--- config.mk ---
export PLATFORM = sky130hd
export DESIGN_NAME = fp_adder_scheduler
export DESIGN_NICKNAME = d
export VERILOG_FILES = /design/src/rtl/fp_sched_pkg.sv /design/src/rtl/fp_adder_scheduler_arbiter.sv /design/src/rtl/fp_adder_scheduler.sv
export SDC_FILE = /design/constraint.sdc
export NUM_CORES = 1
export LEC_CHECK = 0
export ABC_AREA = 1
export BUFFER_PORTS_ARGS = -buffer_cell sky130_fd_sc_hd__buf_4
export CAP_MARGIN = 10
export CORE_MARGIN = 4
export CORE_UTILIZATION = 40
export CTS_CLUSTER_SIZE = 12
export DETAILED_ROUTE_END_ITERATION = 10
export PLACE_DENSITY = 0.7
export SLEW_MARGIN = 10
export SYNTH_ARGS = -nofsm -noshare
export SYNTH_HDL_FRONTEND = slang
export SYNTH_SLANG_ARGS = --single-unit
--- constraint.sdc ---
create_clock -name CLK -period 2.42 [get_ports CLK]
set_input_delay 0.484 -clock CLK [delete_from_list [all_inputs] [get_ports CLK]]
set_output_delay 0.484 -clock CLK [all_outputs]
set_load 0.02 [all_outputs]
--- src/rtl/fp_sched_pkg.sv ---
// Shared widths and FSM state encoding for the floating-point adder scheduler.
package fp_sched_pkg;

    localparam int FRAC_W = 5;
    localparam int EXP_W  = 4;

    typedef enum logic [2:0] {
        IDLE,
        ARB,
        START,
        WAIT_DONE,
        RESP,
        DRAIN
    } state_t;

endpackage

--- src/rtl/fp_adder_scheduler_arbiter.sv ---
// Combinational round-robin arbiter: grants the first request at or above ptr, wrapping.
module rr_arbiter #(
    parameter int NREQ = 4
) (
    input  logic [NREQ-1:0]         req,
    input  logic [$clog2(NREQ)-1:0] ptr,
    output logic [NREQ-1:0]         gnt
);

    logic found;

    always_comb begin
        // NOTE: every combinational output gets a default first so no path can infer a latch.
        gnt   = '0;
        found = 1'b0;
        for (int k = 0; k < NREQ; k++) begin
            for (int i = 0; i < NREQ; i++) begin
                if (!found && req[i] && (i == (int'(ptr) + k) % NREQ)) begin
                    gnt[i] = 1'b1;
                    found  = 1'b1;
                end
            end
        end
    end

endmodule

--- src/rtl/fp_adder_scheduler.sv ---
// Shares one floating_point_Adder among NREQ requesters with round-robin arbitration
// and a watchdog that aborts a transaction when the adder never raises Done.
module fp_adder_scheduler
    import fp_sched_pkg::*;
#(
    parameter int NREQ    = 4,
    parameter int TIMEOUT = 31
) (
    input  logic                   CLK,
    input  logic                   nRST,
    input  logic [NREQ-1:0]        Req,
    input  logic [FRAC_W*NREQ-1:0] ReqF1,
    input  logic [FRAC_W*NREQ-1:0] ReqF2,
    input  logic [EXP_W*NREQ-1:0]  ReqE1,
    input  logic [EXP_W*NREQ-1:0]  ReqE2,
    output logic [NREQ-1:0]        Gnt,
    output logic [NREQ-1:0]        RspValid,
    output logic [FRAC_W-1:0]      ResF,
    output logic [EXP_W-1:0]       ResE,
    output logic                   ResV,
    output logic                   ResErr,
    output logic                   St,
    output logic [FRAC_W-1:0]      F1,
    output logic [FRAC_W-1:0]      F2,
    output logic [EXP_W-1:0]       E1,
    output logic [EXP_W-1:0]       E2,
    input  logic [FRAC_W-1:0]      AddF,
    input  logic [EXP_W-1:0]       AddE,
    input  logic                   AddV,
    input  logic                   Done
);

    localparam int PTR_W = $clog2(NREQ);
    localparam int CNT_W = $clog2(TIMEOUT + 1);

    state_t            state;
    logic [PTR_W-1:0]  ptr;
    logic [PTR_W-1:0]  gnt_idx;
    logic [PTR_W-1:0]  ptr_next;
    logic [CNT_W-1:0]  cnt;
    logic [NREQ-1:0]   arb_gnt;
    logic [FRAC_W-1:0] sel_f1;
    logic [FRAC_W-1:0] sel_f2;
    logic [EXP_W-1:0]  sel_e1;
    logic [EXP_W-1:0]  sel_e2;

    rr_arbiter #(.NREQ(NREQ)) u_arb (
        .req (Req),
        .ptr (ptr),
        .gnt (arb_gnt)
    );

    // One-hot operand mux for the arbitration winner, and the index of the held grant.
    always_comb begin
        sel_f1  = '0;
        sel_f2  = '0;
        sel_e1  = '0;
        sel_e2  = '0;
        gnt_idx = '0;
        for (int i = 0; i < NREQ; i++) begin
            if (arb_gnt[i]) begin
                sel_f1 = ReqF1[FRAC_W*i +: FRAC_W];
                sel_f2 = ReqF2[FRAC_W*i +: FRAC_W];
                sel_e1 = ReqE1[EXP_W*i +: EXP_W];
                sel_e2 = ReqE2[EXP_W*i +: EXP_W];
            end
            if (Gnt[i]) begin
                gnt_idx = PTR_W'(i);
            end
        end
    end

    assign ptr_next = (gnt_idx == PTR_W'(NREQ - 1)) ? '0 : gnt_idx + PTR_W'(1);

    always_ff @(posedge CLK or negedge nRST) begin
        if (!nRST) begin
            state    <= IDLE;
            ptr      <= '0;
            cnt      <= '0;
            Gnt      <= '0;
            RspValid <= '0;
            ResF     <= '0;
            ResE     <= '0;
            ResV     <= 1'b0;
            ResErr   <= 1'b0;
            St       <= 1'b0;
            F1       <= '0;
            F2       <= '0;
            E1       <= '0;
            E2       <= '0;
        end else begin
            // NOTE: state registers use non-blocking assignments so every flop samples pre-edge values.
            case (state)
                IDLE: begin
                    // Holding off while Done is high keeps a stale completion from being taken as ours.
                    if (|Req && !Done) state <= ARB;
                end
                ARB: begin
                    if (|arb_gnt) begin
                        Gnt   <= arb_gnt;
                        F1    <= sel_f1;
                        F2    <= sel_f2;
                        E1    <= sel_e1;
                        E2    <= sel_e2;
                        St    <= 1'b1;
                        state <= START;
                    end else begin
                        state <= IDLE;
                    end
                end
                START: begin
                    St    <= 1'b0;
                    cnt   <= '0;
                    state <= WAIT_DONE;
                end
                WAIT_DONE: begin
                    cnt <= cnt + CNT_W'(1);
                    if (Done) begin
                        ResF   <= AddF;
                        ResE   <= AddE;
                        ResV   <= AddV;
                        ResErr <= 1'b0;
                        state  <= RESP;
                    end else if (cnt == CNT_W'(TIMEOUT)) begin
                        ResF   <= '0;
                        ResE   <= '0;
                        ResV   <= 1'b0;
                        ResErr <= 1'b1;
                        state  <= RESP;
                    end
                end
                RESP: begin
                    RspValid <= Gnt;
                    ptr      <= ptr_next;
                    state    <= DRAIN;
                end
                DRAIN: begin
                    RspValid <= '0;
                    Gnt      <= '0;
                    if (!Done) state <= IDLE;
                end
                default: state <= IDLE;
            endcase
        end
    end

endmodule

==> impl_metrics.json, run 1 <==
{
  "antenna_found_initial": 0,
  "timing.final.crit_share_pct": 90.9,
  "start_util_pct": 41.4,
  "synth_fa_ha_area_share_pct": 0.890,
  "insertion_delay_ns": 0.31,
  "drt_iter0_drc": 187,
  "port_buffers": 126,
  "maxCapViolCount": 0,
  "dp_hpwl_um": 6470,
  "power.leakage_nw": 2.28,
  "ys_seq_elements": 48,
  "nFillCells": 648,
  "synth_most_common_cell": "nand2_1",
  "drc_errors": 0,
  "arrival_ns": 2.45,
  "rsz0062_at_grt": "true",
  "place_inst": 623,
  "crit_top_cell": "nand2_1",
  "gr-total-overflow": 0,
  "power.density_mw_per_mm2": 1250,
  "multi_input_area_mm2": 0.00134,
  "hp-class": "in2async",
  "synthFlopType": "dfrtp_1",
  "rows": 30,
  "grt_usage_pct": 19.7,
  "cts_buffers": 5,
  "tightest_slew_ns": 0.601,
  "cpMaxStageDelayCell": "dfrtp_1",
  "fin_hold_ws_ns": 0.164,
  "clock_skew_ns": 0.00968,
  "synth_area_mm2": 0.00281,
  "antenna_cells": 0,
  "synth_warnings": 0,
  "synth_top_family_by_area": "simple AND/OR/NAND/NOR gates",
  "synth_fp_nets": 497,
  "dr.pass1.iters": 5,
  "yosysUniqueCellTypes": 32,
  "async_flop_share_pct": 100,
  "start_kind": "register",
  "synth_xor_area_share_pct": 0,
  "cp-end-kind": "register",
  "htreeDepth": 2,
  "die_area_mm2": 0.00843,
  "vias_per_cell": 4.79,
  "vias": 3029,
  "pin_count": 127,
  "synthTopCellsByCount": "185 x nand2_1, 52 x inv_1, 48 x dfrtp_1",
  "clk_path_buf_depth": 2,
  "fin_crit_ns": 2.20,
  "die_w_um": 91.8,
  "layout-drive-gt1-share_pct": 28.9,
  "status": "complete, no violations",
  "slew_headroom_pct": 59.9,
  "final_hold_viol_count": 0,
  "synth-compound-area-share_pct": 9.71,
  "worst-path-buf-inv": 0,
  "area_delta_synth_final_pct": 42.6,
  "synthMuxAreaShare_pct": 0,
  "synth-seq-area-share_pct": 42.7,
  "synth_top_area_share_pct": 42.7,
  "cts.sinks": 48,
  "cts_root_buffer": "clkbuf_8",
  "core_mm2": 0.00679,
  "path_max_fanout": 19,
  "grt_pass1_vias": 2937,
  "clk_pin_slew_ns": 0.10,
  "maxSlewViolCount": 0,
  "max_stage_delay_ns": 0.44,
  "synth_edf_count": 0,
  "cts_tree": "yes",
  "drtAntennaViolNets": 0,
  "synth_top_cell_by_area": "dfrtp_1",
  "avgSynthCellArea_um2": 6.92,
  "vdd_drop_max_mv": 0.450,
  "max_clock_freq_ghz": 0.455,
  "die-height_um": 91.8,
  "ctsHoldBuffers": 0,
  "nNetsFinal": 626,
  "drt_wl_total_um": 8440,
  "r2r_slack_ns": 0.22,
  "crit_chain": "nor2_1 -> nand2_2 -> nand3_2 -> nor2_2 -> nand4_1 -> nor2_2 -> nand4_1 -> nor2_2 -> nand2_1 -> nand2_4 -> nand2_1 -> nand2_1 -> nand2_1 -> nand3_1 -> nand2_1 -> nand2_1",
  "wl_per_cell_um": 13.3,
  "final-seq-area_mm2": 0.00120,
  "synthSimpleGateAreaFrac_pct": 36.8,
  "syn_inst": 406,
  "critPathKind": "reg2reg",
  "grt_max_degree": 49,
  "grt_first_pass_wirelength_um": 13500,
  "ys_top_cells_by_area": "dfrtp_1 43%, nand2_1 25%, inv_1 6.9%",
  "final-setup-viol-count": 0,
  "required_ns": 2.67,
  "instances_no_fill": 632,
  "gp_congestion": 0.847,
  "cp_top_family": "simple AND/OR/NAND/NOR gates"
}
-- final timing paths --
| path | endpoint | cells past startpoint | startpoint |
|---|---|---|---|
| worst min-delay path | cnt[1] | 1 | nRST |
| min in group CLK | ResE[0] | 2 | AddE[0] |
| max in group asynchronous | Gnt[1] | 1 | nRST |
| worst max register to register | E1[1] | 16 | ptr[1] |
| worst min register to register | St | 2 | St |
| worst max-delay path | E1[1] | 16 | ptr[1] |
-- kinds of logic (layout without fill, tap and decap cells) --
logic type	count (synthesis)	count (layout)
DFF	48	48
and+or+nand+nor	250	250
AOI/OAI and AO/OA	40	40
buffers and inverters	66	196
adders and majority gates	2	2
-- power by group --
group	internal, mW	leakage [nW]	total (mW)	switching [mW]
clock	0.416	0.0687	0.699	0.283
combinational	1.14	1.60	2.95	1.82
sequential	1.15	0.611	1.37	0.225
-- routing by layer --
metal	up-vias	GRT usage, %	part of all wire, %
li1	1524	-	-
met1	1392	25.1	42
met2	101	33.9	50
met3	12	3.94	6.1
met4	0	5.20	1.7
met5	-	0	0
-- cell type report --
cell class | count | share of cell area, %
Clock buffer | 5 | 1.72
Clock inverter | 3 | 1.72
Inverter | 55 | 5.21
Multi-Input combinational cell | 292 | 33.5
Sequential cell | 48 | 30.0
Tap cell | 96 | 3.00
Timing Repair Buffer | 133 | 24.9
-- flip-flops by register name, summed over array words and instances (netlist names), 5 cells and up --
register / flops
F2: 5
F1: 5
cnt: 5
ResF: 5
-- through the flow --
| stage | total power [mW] | utilization [%] | worst slack, ns | TNS, ns | instance area [um^2] |
|---|---|---|---|---|---|
| CTS | 5.04 | 58.7 | 0.209 | 0 | 3990 |
| global route | 5.44 | 59.0 | -0.0132 | -0.0308 | 4010 |
| finish | 5.02 | 59.0 | 0.221 | 0 | 4010 |
| detailed placement | 4.32 | 56.7 | 0.0882 | 0 | 3850 |
| global placement | 4.25 | 56.7 | 0.234 | 0 | 3850 |
| floorplan | 3.31 | - | 0.351 | 0 | 2810 |
-- cells in the final DEF (no fill, tap or decap), drive strengths merged, types with 2 or more instances in the layout --
| master | count |
|---|---|
| o21ai | 12 |
| buf | 133 |
| nand3 | 25 |
| ha | 2 |
| dfrtp | 48 |
| a22o | 12 |
| o2111ai | 2 |
| clkbuf | 5 |
| nor2 | 23 |
| o22ai | 3 |
| nand4 | 9 |
| inv | 55 |
| a21oi | 6 |
| bufinv | 2 |
| nand2 | 190 |
-- repair_timing --
action                                  4_1_cts  5_1_grt
buffers inserted                              0        1
resized for setup                             0        2
endpoints found under the hold margin         0        0
endpoints found under the setup margin        0       18
(Power assumes the default switching activity.)
==> inputs of run 2 (changes only) <==
Settings changed: CORE_MARGIN 4 to unset.
==> run 2 against run 1 <==
Register-to-register slack about the same. Hold slack better by 0.013 ns. Highest routed layer unchanged. Fmax up 0.40%. Sequential share of layout area up 0.52 points. Largest cell class unchanged. Combinational power about the same. Clock-buffer cell count unchanged. Die area down 13%. Clock skew about the same. Flip-flop and latch count unchanged.
==> impl_metrics.json, run 2 (synthesized netlist as in run 1, its figures left out) <==
{
  "pin_count": 127,
  "instances_no_fill": 629,
  "clk_path_buf_depth": 2,
  "critPathKind": "reg2reg",
  "port_buffers": 126,
  "cts_tree": "yes",
  "grt_first_pass_wirelength_um": 12800,
  "max_stage_delay_ns": 0.45,
  "wl_per_cell_um": 12.7,
  "maxCapViolCount": 0,
  "core_mm2": 0.00679,
  "die-height_um": 85.8,
  "antenna_cells": 0,
  "worst-path-buf-inv": 0,
  "crit_top_cell": "nand2_1",
  "fin_ws_ns": 0.230,
  "required_ns": 2.61,
  "max_clock_freq_ghz": 0.457,
  "rows": 30,
  "gp_congestion": 0.948,
  "fin_crit_ns": 2.19,
  "final_common_cell": "nand2_1",
  "final_cell_mix": "185 x nand2_1, 130 x buf_4, 52 x inv_1",
  "drc_errors": 0,
  "start_kind": "register",
  "cts_buffers": 5,
  "insertion_delay_ns": 0.30,
  "fin_tns_setup_ns": 0,
  "vias_per_cell": 4.80,
  "postLayoutCoreUtil_pct": 58.1,
  "status": "complete, no violations",
  "path_max_fanout": 9,
  "vias": 3018,
  "grt_usage_pct": 21.8,
  "arrival_ns": 2.38,
  "hp-class": "in2async",
  "place_inst": 621,
  "start_util_pct": 41.4,
  "power.leakage_nw": 2.24,
  "rr_worst_depth": 14,
  "rr_endpoint": "F2[3]",
  "antenna_found_initial": 0,
  "dr.pass1.iters": 4,
  "final-setup-viol-count": 0,
  "cp_top_family": "simple AND/OR/NAND/NOR gates",
  "drt_wl_total_um": 8010,
  "cts.sinks": 48,
  "timing.final.crit_share_pct": 90.5,
  "cp-end-kind": "register",
  "pre_cts_ws_ns": 0.0734,
  "vdd_drop_max_mv": 0.448,
  "dp_hpwl_um": 5910,
  "layout-drive-gt1-share_pct": 29.1,
  "die_w_um": 85.8,
  "slew_headroom_pct": 59.3,
  "nNetsFinal": 624,
  "area_delta_synth_final_pct": 40.5,
  "cts_setup_buffers": 0,
  "gr-total-overflow": 0,
  "r2r_slack_ns": 0.23,
  "crit_chain": "nor2_2 -> nand2_2 -> nand3_2 -> nor2_2 -> nand4_1 -> nor2_2 -> a21oi_1 -> nand2_2 -> nand2_1 -> nand2_1 -> nand2_1 -> nand3_1 -> nand2_1 -> nand2_1",
  "clk_pin_slew_ns": 0.09,
  "clock_skew_ns": 0.00952,
  "drt_iter0_drc": 121,
  "tightest_slew_ns": 0.610,
  "power.density_mw_per_mm2": 1200,
  "grt_max_degree": 49,
  "cpMaxStageDelayCell": "dfrtp_2",
  "fin_area_mm2": 0.00395,
  "worstReg2RegStart": "ptr[0]",
  "drtAntennaViolNets": 0,
  "htreeDepth": 2,
  "rsz0062_at_grt": "false",
  "grt_pass1_vias": 2831,
  "maxSlewViolCount": 0,
  "final_hold_viol_count": 0,
  "nFillCells": 639,
  "die_area_mm2": 0.00737,
  "cts_root_buffer": "clkbuf_8",
  "place_area_mm2": 0.00384
}
run 2: worst max path at each step:
stage | start | end | cells after the start
after global routing | ptr[0] | E2[0] | 15
final | ptr[0] | F2[3] | 14
after CTS | ptr[0] | F2[3] | 16
after global placement | Req[2] | F1[1] | 16
after floorplan | Req[1] | E1[3] | 16
after detailed placement | Req[2] | E2[0] | 16
run 2: final cells by class:
type                    count  area [um^2]  area share [%]
clock buffers               5         68.8            1.74
clock inverters             2         12.5           0.317
inverters                  55          211            5.36
multi-input cells         293         1360            34.3
flip-flops and latches     48         1200            30.5
well taps                  96          120            3.04
repair buffers            130          976            24.7
run 2: routing by layer:
metal,share of wire (%),track usage (%),routed length (um)
met1,46,28.3,3650
met2,48,37.8,3840
met3,5.0,3.37,404
met4,1.4,5.76,116
met5,0,0,0
run 2: where the power goes:
group	internal, mW	switching, mW	leakage [nW]
sequential	1.15	0.218	0.609
combinational	1.11	1.82	1.59
clock	0.196	0.262	0.0400
total	2.45	2.30	2.24
run 2: what timing repair did:
item	CTS	global route
endpoints found under the setup margin	0	18
endpoints found under the hold margin	0	0
hold buffers	0	0
resized for setup	0	7
run 2: through the flow:
step / total power, mW / hold WS, ns
after floorplan: 3.31 / 0.188
after global placement: 4.21 / 0.464
after detailed placement: 4.25 / 0.465
after CTS: 4.72 / 0.216
after global routing: 5.19 / 0.235
final: 4.75 / 0.177
